**src/rtl/calc_multi.sv**
```systemverilog
// rtl/calc_multi.sv - multi-port calculator: per-port two-beat capture, round-robin arbiter, two-stage ALU; optional CALC_SATURATE_EN
module calc_multi #(
    parameter int PORTS = 4,
    parameter int WIDTH = 32
) (
    input  logic                     c_clk,
    input  logic                     reset,
    input  logic [PORTS*4-1:0]       req_cmd_in,
    input  logic [PORTS*WIDTH-1:0]   req_data_in,
    output logic [PORTS*2-1:0]       out_resp,
    output logic [PORTS*WIDTH-1:0]   out_data
);

    localparam int PW = (PORTS > 1) ? $clog2(PORTS) : 1;
    localparam int SW = $clog2(WIDTH);

    localparam logic [3:0] CMD_ADD = 4'd1;
    localparam logic [3:0] CMD_SUB = 4'd2;
    localparam logic [3:0] CMD_SHL = 4'd5;
    localparam logic [3:0] CMD_SHR = 4'd6;

    localparam logic [1:0] RESP_OK  = 2'd1;
    localparam logic [1:0] RESP_ERR = 2'd2;

    typedef enum logic [1:0] {
        S_IDLE = 2'd0,
        S_OP2  = 2'd1,
        S_PEND = 2'd2
    } state_t;

    state_t           state_q [PORTS];
    state_t           state_d [PORTS];
    logic [3:0]       cmd_q   [PORTS];
    logic [WIDTH-1:0] op1_q   [PORTS];
    logic [WIDTH-1:0] op2_q   [PORTS];

    logic [PORTS-1:0] cap1;
    logic [PORTS-1:0] cap2;
    logic [PORTS-1:0] pend;
    logic [PORTS-1:0] grant_vec;

    logic             grant_valid;
    logic [PW-1:0]    grant_idx;
    logic [PW-1:0]    rr_q;

    logic [3:0]       alu_cmd;
    logic [WIDTH-1:0] alu_a;
    logic [WIDTH-1:0] alu_b;
    logic [WIDTH:0]   alu_sum;
    logic [1:0]       alu_resp;
    logic [WIDTH-1:0] alu_data;

    logic             s1_valid;
    logic [PW-1:0]    s1_port;
    logic [1:0]       s1_resp;
    logic [WIDTH-1:0] s1_data;

    // Capture FSM state register, one per port
    always_ff @(posedge c_clk) begin
        for (int i = 0; i < PORTS; i++) begin
            if (reset) begin
                state_q[i] <= S_IDLE;
            end else begin
                state_q[i] <= state_d[i];
            end
        end
    end

    // Capture FSM next state: commands arriving outside IDLE are simply ignored
    always_comb begin
        for (int i = 0; i < PORTS; i++) begin
            state_d[i] = state_q[i];
            case (state_q[i])
                S_IDLE:  if (req_cmd_in[i*4 +: 4] != 4'd0) state_d[i] = S_OP2;
                S_OP2:   state_d[i] = S_PEND;
                S_PEND:  if (grant_vec[i]) state_d[i] = S_IDLE;
                default: state_d[i] = S_IDLE;
            endcase
        end
    end

    // Capture FSM outputs: operand latch enables and pending request flags
    always_comb begin
        cap1 = '0;
        cap2 = '0;
        pend = '0;
        for (int i = 0; i < PORTS; i++) begin
            cap1[i] = (state_q[i] == S_IDLE) && (req_cmd_in[i*4 +: 4] != 4'd0);
            cap2[i] = (state_q[i] == S_OP2);
            pend[i] = (state_q[i] == S_PEND);
        end
    end

    // Per-port command and operand holding registers
    always_ff @(posedge c_clk) begin
        for (int i = 0; i < PORTS; i++) begin
            if (reset) begin
                cmd_q[i] <= 4'd0;
                op1_q[i] <= '0;
                op2_q[i] <= '0;
            end else begin
                if (cap1[i]) begin
                    cmd_q[i] <= req_cmd_in[i*4 +: 4];
                    op1_q[i] <= req_data_in[i*WIDTH +: WIDTH];
                end
                if (cap2[i]) begin
                    op2_q[i] <= req_data_in[i*WIDTH +: WIDTH];
                end
            end
        end
    end

    // Round-robin search over pending ports starting at rr_q
    always_comb begin
        logic [PW:0] cand;
        grant_valid = 1'b0;
        grant_idx   = '0;
        grant_vec   = '0;
        cand        = '0;
        for (int i = 0; i < PORTS; i++) begin
            cand = {1'b0, rr_q} + (PW+1)'(i);
            if (cand >= (PW+1)'(PORTS)) begin
                cand = cand - (PW+1)'(PORTS);
            end
            if (!grant_valid && pend[cand[PW-1:0]]) begin
                grant_valid = 1'b1;
                grant_idx   = cand[PW-1:0];
            end
        end
        if (grant_valid) begin
            grant_vec[grant_idx] = 1'b1;
        end
    end

    // Pointer moves just past the port that won, so it goes last next time
    always_ff @(posedge c_clk) begin
        if (reset) begin
            rr_q <= '0;
        end else if (grant_valid) begin
            rr_q <= (grant_idx == PW'(PORTS-1)) ? '0 : grant_idx + PW'(1);
        end
    end

    // ALU stage 1: compute result for the granted port in the grant cycle
    always_comb begin
        alu_cmd  = cmd_q[grant_idx];
        alu_a    = op1_q[grant_idx];
        alu_b    = op2_q[grant_idx];
        alu_sum  = {1'b0, alu_a} + {1'b0, alu_b};
        alu_resp = RESP_ERR;
        alu_data = '0;
        case (alu_cmd)
            CMD_ADD: begin
                if (alu_sum[WIDTH]) begin
                    alu_resp = RESP_ERR;
`ifdef CALC_SATURATE_EN
                    alu_data = '1;
`else
                    alu_data = '0;
`endif
                end else begin
                    alu_resp = RESP_OK;
                    alu_data = alu_sum[WIDTH-1:0];
                end
            end
            CMD_SUB: begin
                if (alu_b > alu_a) begin
                    alu_resp = RESP_ERR;
                    alu_data = '0;
                end else begin
                    alu_resp = RESP_OK;
                    alu_data = alu_a - alu_b;
                end
            end
            CMD_SHL: begin
                alu_resp = RESP_OK;
                alu_data = alu_a << alu_b[SW-1:0];
            end
            CMD_SHR: begin
                alu_resp = RESP_OK;
                alu_data = alu_a >> alu_b[SW-1:0];
            end
            default: begin
                alu_resp = RESP_ERR;
                alu_data = '0;
            end
        endcase
    end

    // ALU stage 1 register: holds the computed response and its port
    always_ff @(posedge c_clk) begin
        if (reset) begin
            s1_valid <= 1'b0;
            s1_port  <= '0;
            s1_resp  <= 2'd0;
            s1_data  <= '0;
        end else begin
            s1_valid <= grant_valid;
            s1_port  <= grant_idx;
            s1_resp  <= alu_resp;
            s1_data  <= alu_data;
        end
    end

    // Stage 2 output lanes: a response lives for exactly one cycle on its port
    always_ff @(posedge c_clk) begin
        if (reset) begin
            out_resp <= '0;
            out_data <= '0;
        end else begin
            out_resp <= '0;
            out_data <= '0;
            if (s1_valid) begin
                out_resp[s1_port*2 +: 2]         <= s1_resp;
                out_data[s1_port*WIDTH +: WIDTH] <= s1_data;
            end
        end
    end

endmodule
```
**config.mk**
```make
export PLATFORM = sky130hd
export DESIGN_NAME = calc_multi
export DESIGN_NICKNAME = d
export VERILOG_FILES = /design/src/rtl/calc_multi.sv
export SDC_FILE = /design/constraint.sdc
export NUM_CORES = 1
export LEC_CHECK = 0
export CAP_MARGIN = 20
export CORE_UTILIZATION = 50
export CTS_CLUSTER_DIAMETER = 80
export DETAILED_ROUTE_END_ITERATION = 10
export HOLD_SLACK_MARGIN = 0.06
export PLACE_DENSITY = 0.7
export SYNTH_ARGS = -nofsm -noshare
export SYNTH_HDL_FRONTEND = slang
export SYNTH_SLANG_ARGS = --single-unit
export TNS_END_PERCENT = 10
```
**constraint.sdc**
```tcl
create_clock -name c_clk -period 15.5 [get_ports c_clk]
set_input_delay 3.1 -clock c_clk [delete_from_list [all_inputs] [get_ports c_clk]]
set_output_delay 3.1 -clock c_clk [all_outputs]
set_load 0.05 [all_outputs]
```
# Word-level counts from Yosys, hierarchy flattened
# Memory sizes are Yosys's and may differ from the RTL's.
# Index checks and enable logic that the tools add are counted.
# op_classes
add_sub_neg,12
n_lt_le_gt_ge,11
eq_ne,13
n_shift,6
mux,85
bitwise,19
n_reduce_logical,21
# op_table
op,count
two-way mux 32 bit,10
AND 128 bit,1
one-hot mux 32 bit (4 select lines),1
"variable shift 32 x 34 -> 128 bit, first input constant",1
indexed part select 32 x 34 -> 128 bit,1
two-way mux 2 bit,23
two-way mux 1 bit,36
negation 3 -> 34 bit,1
negation 7 -> 34 bit,1
"variable shift 2 x 34 -> 8 bit, first input constant",1
indexed part select 2 x 34 -> 8 bit,1
adder 32 x 32 -> 33 bit,1
greater-than comparator 32 bit,1
left shift 32 x 5 -> 32 bit,1
right shift 32 x 5 -> 32 bit,1
subtractor 32 bit,1
one-hot mux 2 bit (3 select lines),5
two-way mux 4 bit,5
bitwise OR 1 bit,16
nonzero test 4 bit,4
"less-than comparator 2 x 3 -> 1 bit, second input constant",5
"equality test 2 bit, second input constant",5
"greater-or-equal comparator 3 bit, second input constant",3
AND 8 bit,1
17 further kinds,41
# totals
register_bits,175
ramBits,280
inputBits,146
output_inout_bits,136
wordCells,178
n_memories,4
# memory_table
memory,depth,width,read_ports,rd_clocked_by_memory_dff,write_ports,line,rtl
op1_q,4,32,1,0,4,34,logic [WIDTH-1:0] op1_q [PORTS];
op2_q,4,32,1,0,4,35,logic [WIDTH-1:0] op2_q [PORTS];
cmd_q,4,4,1,0,4,33,logic [3:0] cmd_q [PORTS];
state_q,4,2,4,0,4,31,state_t state_q [PORTS];

# Longest topological paths before layout
# Gate-level depths: netlist (run 1).
# depth
word_depth,22
ltp_mapped,25

# Worst setup path after synthesis (run 1)
# Ideal clock, no wire load.
# synth_timing
path_type,reg-to-reg
startpoint,memory state_q[0][0] (netlist bit)
endpoint,register s1_data[2]
arrival_time_ns,5.357
t_required_ns,15.430
path_slack_ns,10.072
stages_incl_launch_ff,24
period_less_slack_ns,5.428
path_cell_list,dfxtp_1 -> and3b_4 -> o311a_1 -> buf_4 -> nor2_4 -> buf_2 -> buf_2 -> buf_1 -> mux2i_1 -> mux2i_1 -> ha_1 -> clkbuf_1 -> and3_1 -> a2111oi_0 -> a21oi_1 -> a21bo_2 -> a221o_1 -> a41o_1 -> or2_1 -> buf_2 -> buf_2 -> o221ai_1 -> nand2_1 -> a21oi_1
# synth_rtl
item,line,rtl
from (decl),31,
to (signal assigned),201,s1_data <= alu_data;
to (decl),56,logic [WIDTH-1:0] s1_data;

==> run metrics, run 1 <==
NumNets Final=2,860; Resize count post-CTS=0; Static Leakage=approximately 11 nW; final-report hold violation count=0; summed instance area of the synthesized netlist=roughly 0.025 mm^2; number of buffers inserted during clock tree synthesis=47; synth top area cells=sky130_fd_sc_hd__edfxtp_1 (32%), sky130_fd_sc_hd__dfxtp_1 (15%), sky130_fd_sc_hd__and2_1 (10%), sky130_fd_sc_hd__mux2i_1 (7.0%), sky130_fd_sc_hd__ha_1 (3.7%); Critical Path AT=8020 ps; GR Util All Layers=approximately a third; number of max-capacitance violations reported=0; total negative slack for setup checks=0 ps; classification of the worst setup path=reg2reg; H-tree levels=2; via-per-instance ratio=approximately 6.2; Hold WC Path Type=reg2reg; deepest clock path buffer count=3; Critical Path Source Type=register; data required time of the critical path=~16,000 ps; Setup Viol. Count Final=0; worst vdd rail ir drop=0.111 mV; setup repair after global routing missed its margin=false; mean instance size in the synthesized netlist=10.4 um^2; share of the clock period used by the worst path after layout=between 40% and 50%; Starting Density=~51%; horizontal die dimension=approximately 230 um; P per Cell Area=approximately 170 mW/mm^2; cell taking the most area after synthesis=sky130_fd_sc_hd__edfxtp_1; net count after synthesis=roughly 2.6k; biggest fanout along the worst timing path=75; core area=~0.05 mm^2; Post-route DRC=0; vias in the first global route=between 20k and 25k; Max Slew Vio Count=0; count of state elements after synthesis=around 460; area enclosed by the die boundary=~0.051 mm^2; timing-limited maximum frequency=about 130 MHz; number of nets with antenna violations after detailed routing=0; sequential cell area fraction in the yosys report=46.9%; top-area cell type share of the netlist area=between 30% and 40%; post-CTS clock slew at the launch and capture registers of the worst setup and hold paths=60 ps; TritonCTS clock tree=yes; CTS root buf=sky130_fd_sc_hd__clkbuf_16; number of buffers added for setup after CTS=0; count of unique library cells instantiated by Yosys=a little over 100; Final Routed Wirelength=88,000 um; result of the run=finished clean; count of vias placed by the detailed router=20.8k; die span in y=around 230 um; end-of-flow core utilization=approximately three fifths; Warnings, synthesis=0; Synth async-reset ratio=0%; total congestion overflow=0; wire length of the first global-routing pass=130,000 um; Iter 0 DRT Violations=2,484; number of antenna violations at the first check in global routing=1; final clock skew=roughly 22 ps; filler cell count=about 4k; worst max-slew margin expressed relative to the limit=10.3%; clock insertion delay at the later pin of the skew report=roughly 600 ps; pin count of the biggest net entering global routing=78; drt pass-1 iters=8; row count=between 80 and 90; half-perimeter wire length after placement=about 61,000 um; Worst Max-Slew Pin Slew=roughly 1300 ps; count of flip-flops with a built-in enable after synthesis=about 270; number of ports placed on the die boundary=between 200 and 300; synthesized instance count=2,423; final critical delay including setup and external delays=7520 ps; synthesis-to-finish area growth=19.1%; CTS sink cnt=about 460; final weighted congestion in routability-driven placement=approximately 1.1; most frequent cells in the layout=sky130_fd_sc_hd__and2_1 (416), sky130_fd_sc_hd__clkdlybuf4s50_1 (281), sky130_fd_sc_hd__edfxtp_1 (272); post-layout worst setup margin=~8000 ps; count of buffers from port buffering=281; dominant synthesized flop cell=sky130_fd_sc_hd__edfxtp_1; fraction of layout instances using a drive strength above 1=8.42%; sort of element at the end of the critical path=register; most frequent standard cell in the layout excluding fill and tap cells=sky130_fd_sc_hd__and2_1; Routed wire per std cell=26.4 um; overall power of the completed layout=between 0.005 and 0.006 W; total of hold buffers inserted after clock tree synthesis=0; worst setup timing slack at the placement stage=around 8000 ps
[sequential cells by signal, indices dropped and copies added, names as in the netlist]
name / count
cmd_q: 16
op1_q: 128
op2_q: 128
out_data: 128
out_resp: 8
rr_q: 2
s1_data: 32
s1_port: 2
s1_resp: 2
s1_valid: 1
state_q: 8
[synth_stat cells (all sizes together) (70+ instances only)]
master,instances
nor2,112
inv,82
nand3,70
edfxtp,272
dfxtp,183
ha,74
mux2i,177
and2,418
clkbuf,87
nand2,90
a21oi,106
o21ai,125
a32oi,73
buf,83
[power by group]
| group | internal, W | leakage, nW | switching, W | total, W |
|---|---|---|---|---|
| logic | 0.000845 | 6.30 | 0.00166 | 0.00251 |
| clock network | 0.000647 | 0.746 | 0.000475 | 0.00112 |
| registers | 0.00142 | 4.44 | 0.0000582 | 0.00148 |
[metrics by stage]
step / instance area [um^2] / instances / hold slack [ps]
5_1_grt: 30000 / 3335 / 509
4_1_cts: 30000 / 3335 / 485
2_1_floorplan: 25200 / 2423 / 450
3_5_place_dp: 28500 / 3253 / 472
6_report: 30000 / 3336 / 483
3_3_place_gp: 28500 / 3252 / 470
[metal layers]
layer | up-vias | GRT usage [%] | wire (um)
met5 | - | 0 | 0
met2 | 1245 | 55.5 | 40900
met3 | 194 | 5.18 | 8510
met4 | 0 | 12.7 | 3320
met1 | 10100 | 45.9 | 35300
li1 | 9298 | - | -
[critical path, cell delays in order (launching register included)]
cell and delay [ps]:
sky130_fd_sc_hd__dfxtp_1 400, sky130_fd_sc_hd__and3b_4 260, sky130_fd_sc_hd__o311a_2 390, sky130_fd_sc_hd__buf_4 350, sky130_fd_sc_hd__nor2_4 670, sky130_fd_sc_hd__buf_4 800
sky130_fd_sc_hd__mux2i_1 260, sky130_fd_sc_hd__nand2_1 70, sky130_fd_sc_hd__nand2_1 140, sky130_fd_sc_hd__buf_4 380, sky130_fd_sc_hd__ha_1 390, sky130_fd_sc_hd__o311a_1 170
sky130_fd_sc_hd__or4b_1 500, sky130_fd_sc_hd__a221oi_2 620, sky130_fd_sc_hd__a21oi_1 260, sky130_fd_sc_hd__nor4_1 770, sky130_fd_sc_hd__or3_1 210, sky130_fd_sc_hd__a21oi_1 70
sky130_fd_sc_hd__or4_1 420, sky130_fd_sc_hd__a41oi_2 180
[path summary, 6_finish.rpt]
check                startpoint          end  slack [ps]  cells after the start
hold reg to reg      s1_data[8]  out_data[8]         480                      1
setup / recovery  state_q[0][0]  s1_data[29]        7980                     19
setup reg to reg  state_q[0][0]  s1_data[29]        7980                     19
hold / removal       s1_data[8]  out_data[8]         480                      1
[logic make-up (layout without fill, tap and decap cells)]
| kind of cell | Yosys count | count (layout) | share of synthesized area, % |
|---|---|---|---|
| multiplexers | 226 | 226 | 9.32 |
| other | 0 | 1 | 0 |
| AND/OR/NAND/NOR | 815 | 815 | 18.0 |
| AO/OA/AOI/OAI | 573 | 573 | 16.3 |
| buffers and inverters | 252 | 500 | 4.72 |
| flip-flops | 455 | 455 | 46.9 |
| XOR/XNOR | 26 | 26 | 0.903 |
| adder cells (fa/ha/maj) | 76 | 76 | 3.83 |
[cell type report]
class                   count  area (um^2)  area share, %
multi-input cells        1716        12300           40.9
well taps                 664          831           2.77
clock inverters            24          269          0.896
flip-flops and latches    455        11800           39.4
diodes                      1         2.50        0.00833
clock buffers              58         1260           4.19
inverters                  82          310           1.03
repair buffers            336         3240           10.8
Power figures use the tool's default switching activity.
==> run 2, diff against run 1 <==
Clock period 15.5 ns to 7.5 ns, I/O delays scaled along.
==> run 2 against run 1 <==
Against the previous run: non-clock buffer count is 10 higher; largest cell class unchanged; count of clock-buffer cells in the layout grew 4; fmax grew 12%; worst hold slack improved by 0.91 ps; critical path depth fell by 3.
==> run metrics, run 2 (same netlist as run 1, synthesis figures left out) <==
result of the run=finished clean; register area=0.0118 mm^2 (unchanged); count of vias placed by the detailed router=20.9k (+0.20%); crit path max-delay cell type=sky130_fd_sc_hd__o311ai_4; post-CTS clock slew at the launch and capture registers of the worst setup and hold paths=60 ps (about the same); post-layout worst setup margin=815 ps (-7170 ps); P per Cell Area=357 mW/mm^2 (+110%); CP cell instances=and3b_4, o311ai_4, buf_12, nand3_1, a32oi_1, ha_1, nor4_1, a211oi_1, buf_4, o311ai_0, o21ai_0, a21oi_2, buf_4, a221oi_1, o21bai_1, a31oi_1; core area=0.0494 mm^2 (unchanged); classification of the worst setup path=reg2reg; filler cell count=4,098 (-0.27%); H-tree levels=2 (unchanged); Resize count post-CTS=0 (unchanged); Post-Layout Inst Area=0.0303 mm^2 (+0.82%); number of nets with antenna violations after detailed routing=0 (unchanged); total negative slack for setup checks=0 ps (unchanged); fraction of layout instances using a drive strength above 1=9.10% (+0.68 points); die span in y=227 um (unchanged); Max Slew Vio Count=0 (unchanged); post-place instance area=0.0286 mm^2 (+0.32%); worst setup timing slack at the placement stage=1040 ps (-7100 ps); number of buffers inserted during clock tree synthesis=50 (+6.4%); leading registers by flop count=op1_q: 128 flops, op2_q: 128 flops, out_data: 128 flops; total congestion overflow=0 (unchanged); Starting Density=51.1% (unchanged); Static Leakage=11.6 nW (+1.2%); share of the clock period used by the worst path after layout=89.1% (+41 points); maximum cell stage delay along the critical path=890 ps (+90 ps); final-report hold violation count=0 (unchanged); number of max-capacitance violations reported=0 (unchanged); sort of element at the end of the critical path=register; final clock skew=45.4 ps (+23.4 ps); end-of-flow core utilization=61.3% (+0.50 points); via-per-instance ratio=6.22 (-0.37%); Post-route DRC=0 (unchanged); TritonCTS clock tree=yes; Worst path most repeated cell=sky130_fd_sc_hd__buf_4; worst vdd rail ir drop=0.204 mV (+84%); pin count of the biggest net entering global routing=75 (-3.8%); Iter 0 DRT Violations=2,376 (-4.3%); count of buffers from port buffering=281 (unchanged); synthesis-to-finish area growth=20.0%; setup repair after global routing missed its margin=false; Final Routed Wirelength=88,000 um (about the same); vias in the first global route=20.0k (-0.77%); drt pass-1 iters=6 (-2); deepest clock path buffer count=3 (unchanged); CTS root buf=sky130_fd_sc_hd__clkbuf_16; total of hold buffers inserted after clock tree synthesis=0 (unchanged); row count=81 (unchanged); Critical Path AT=7210 ps (-810 ps); clock insertion delay at the later pin of the skew report=630 ps (+30 ps); number of buffers added for setup after CTS=0 (unchanged); timing-limited maximum frequency=150 MHz (+12%); Inserted Diodes=0 (-1); data required time of the critical path=8020 ps (-7980 ps); horizontal die dimension=227 um (unchanged); most frequent standard cell in the layout excluding fill and tap cells=sky130_fd_sc_hd__and2_1; Critical Path Source Type=register; Routed wire per std cell=26.2 um (-0.60%); worst max-slew margin expressed relative to the limit=13.6% (+3.2 points); most frequent cells in the layout=sky130_fd_sc_hd__and2_1 (416), sky130_fd_sc_hd__clkdlybuf4s50_1 (281), sky130_fd_sc_hd__edfxtp_1 (272); final weighted congestion in routability-driven placement=1.08 (+1.1%); Hold WC Path Type=reg2reg; wire length of the first global-routing pass=129,000 um (-0.83%); number of ports placed on the die boundary=282 (unchanged); area enclosed by the die boundary=0.0513 mm^2 (unchanged); number of antenna violations at the first check in global routing=0 (-1); NumNets Final=2,873 (+0.45%); CTS sink cnt=455 (unchanged); final critical delay including setup and external delays=6680 ps (-833 ps); critical path buffer and inverter count=3 (unchanged); biggest fanout along the worst timing path=57 (-24%); half-perimeter wire length after placement=62,400 um (+2.5%); Largest delay share family, worst path=compound AO/OA/AOI/OAI gates; Worst Max-Slew Pin Slew=1300 ps (-48.5 ps); GR Util All Layers=33.9% (-0.17 points); area occupied by multi-input gates=0.0123 mm^2 (about the same); Setup Viol. Count Final=0 (unchanged)
-- run 2: cell count changes in the layout (fill, tap and decap cells not counted), sizes merged --
| cell | before | now |
|---|---|---|
| bufinv | 4 | 5 |
| diode | 1 | 0 |
| inv | 85 | 89 |
| clkbuf | 58 | 62 |
| clkinvlp | 0 | 1 |
| buf | 55 | 65 |
-- run 2: routing by layer --
layer,GRT usage [%],up-vias,part of all wire [%]
met4,13.4,0,3.7
li1,-,9334,-
met3,6.58,198,9.8
met1,45.5,10100,40
met2,54.0,1267,46
met5,0,-,0
-- run 2: final timing paths --
| path | to | slack, ps | depth (start not counted) | from |
|---|---|---|---|---|
| worst max-delay path | s1_data[17] | 820 | 16 | state_q[0][0] |
| worst min-delay path | out_data[30] | 480 | 1 | s1_data[30] |
| worst max register to register | s1_data[17] | 820 | 16 | state_q[0][0] |
| worst min register to register | out_data[30] | 480 | 1 | s1_data[30] |
-- run 2: layout make-up --
cell class                 instances  area share, %
multi-input combinational       1716           40.6
sequential                       455           39.1
timing repair buffer             346           11.0
clock buffer                      62           4.45
tap                              664           2.74
clock inverter                    30           1.11
inverter                          82           1.02
-- run 2: worst reg2reg max path: cells and delay by family (launching register included) --
family	cells	cell delay (ps)
AO/OA/AOI/OAI	9	3610
adder cells (fa/ha/maj)	1	540
buffers and inverters	3	900
flip-flops	1	400
AND/OR/NAND/NOR	3	1130
-- run 2: power breakdown --
group | leakage (nW) | internal, W | switching (W) | total [W]
sequential | 4.44 | 0.00294 | 0.000124 | 0.00306
clock | 0.827 | 0.00146 | 0.00106 | 0.00252
combinational | 6.35 | 0.00178 | 0.00345 | 0.00523
-- run 2: per-stage QoR --
step	hold slack (ps)	power, W	std cells
3_5_place_dp	477	0.00815	3263
3_3_place_gp	476	0.00816	3263
5_1_grt	515	0.0112	3355
6_report	484	0.0108	3355
2_1_floorplan	450	0.00652	2423
4_1_cts	491	0.0107	3355
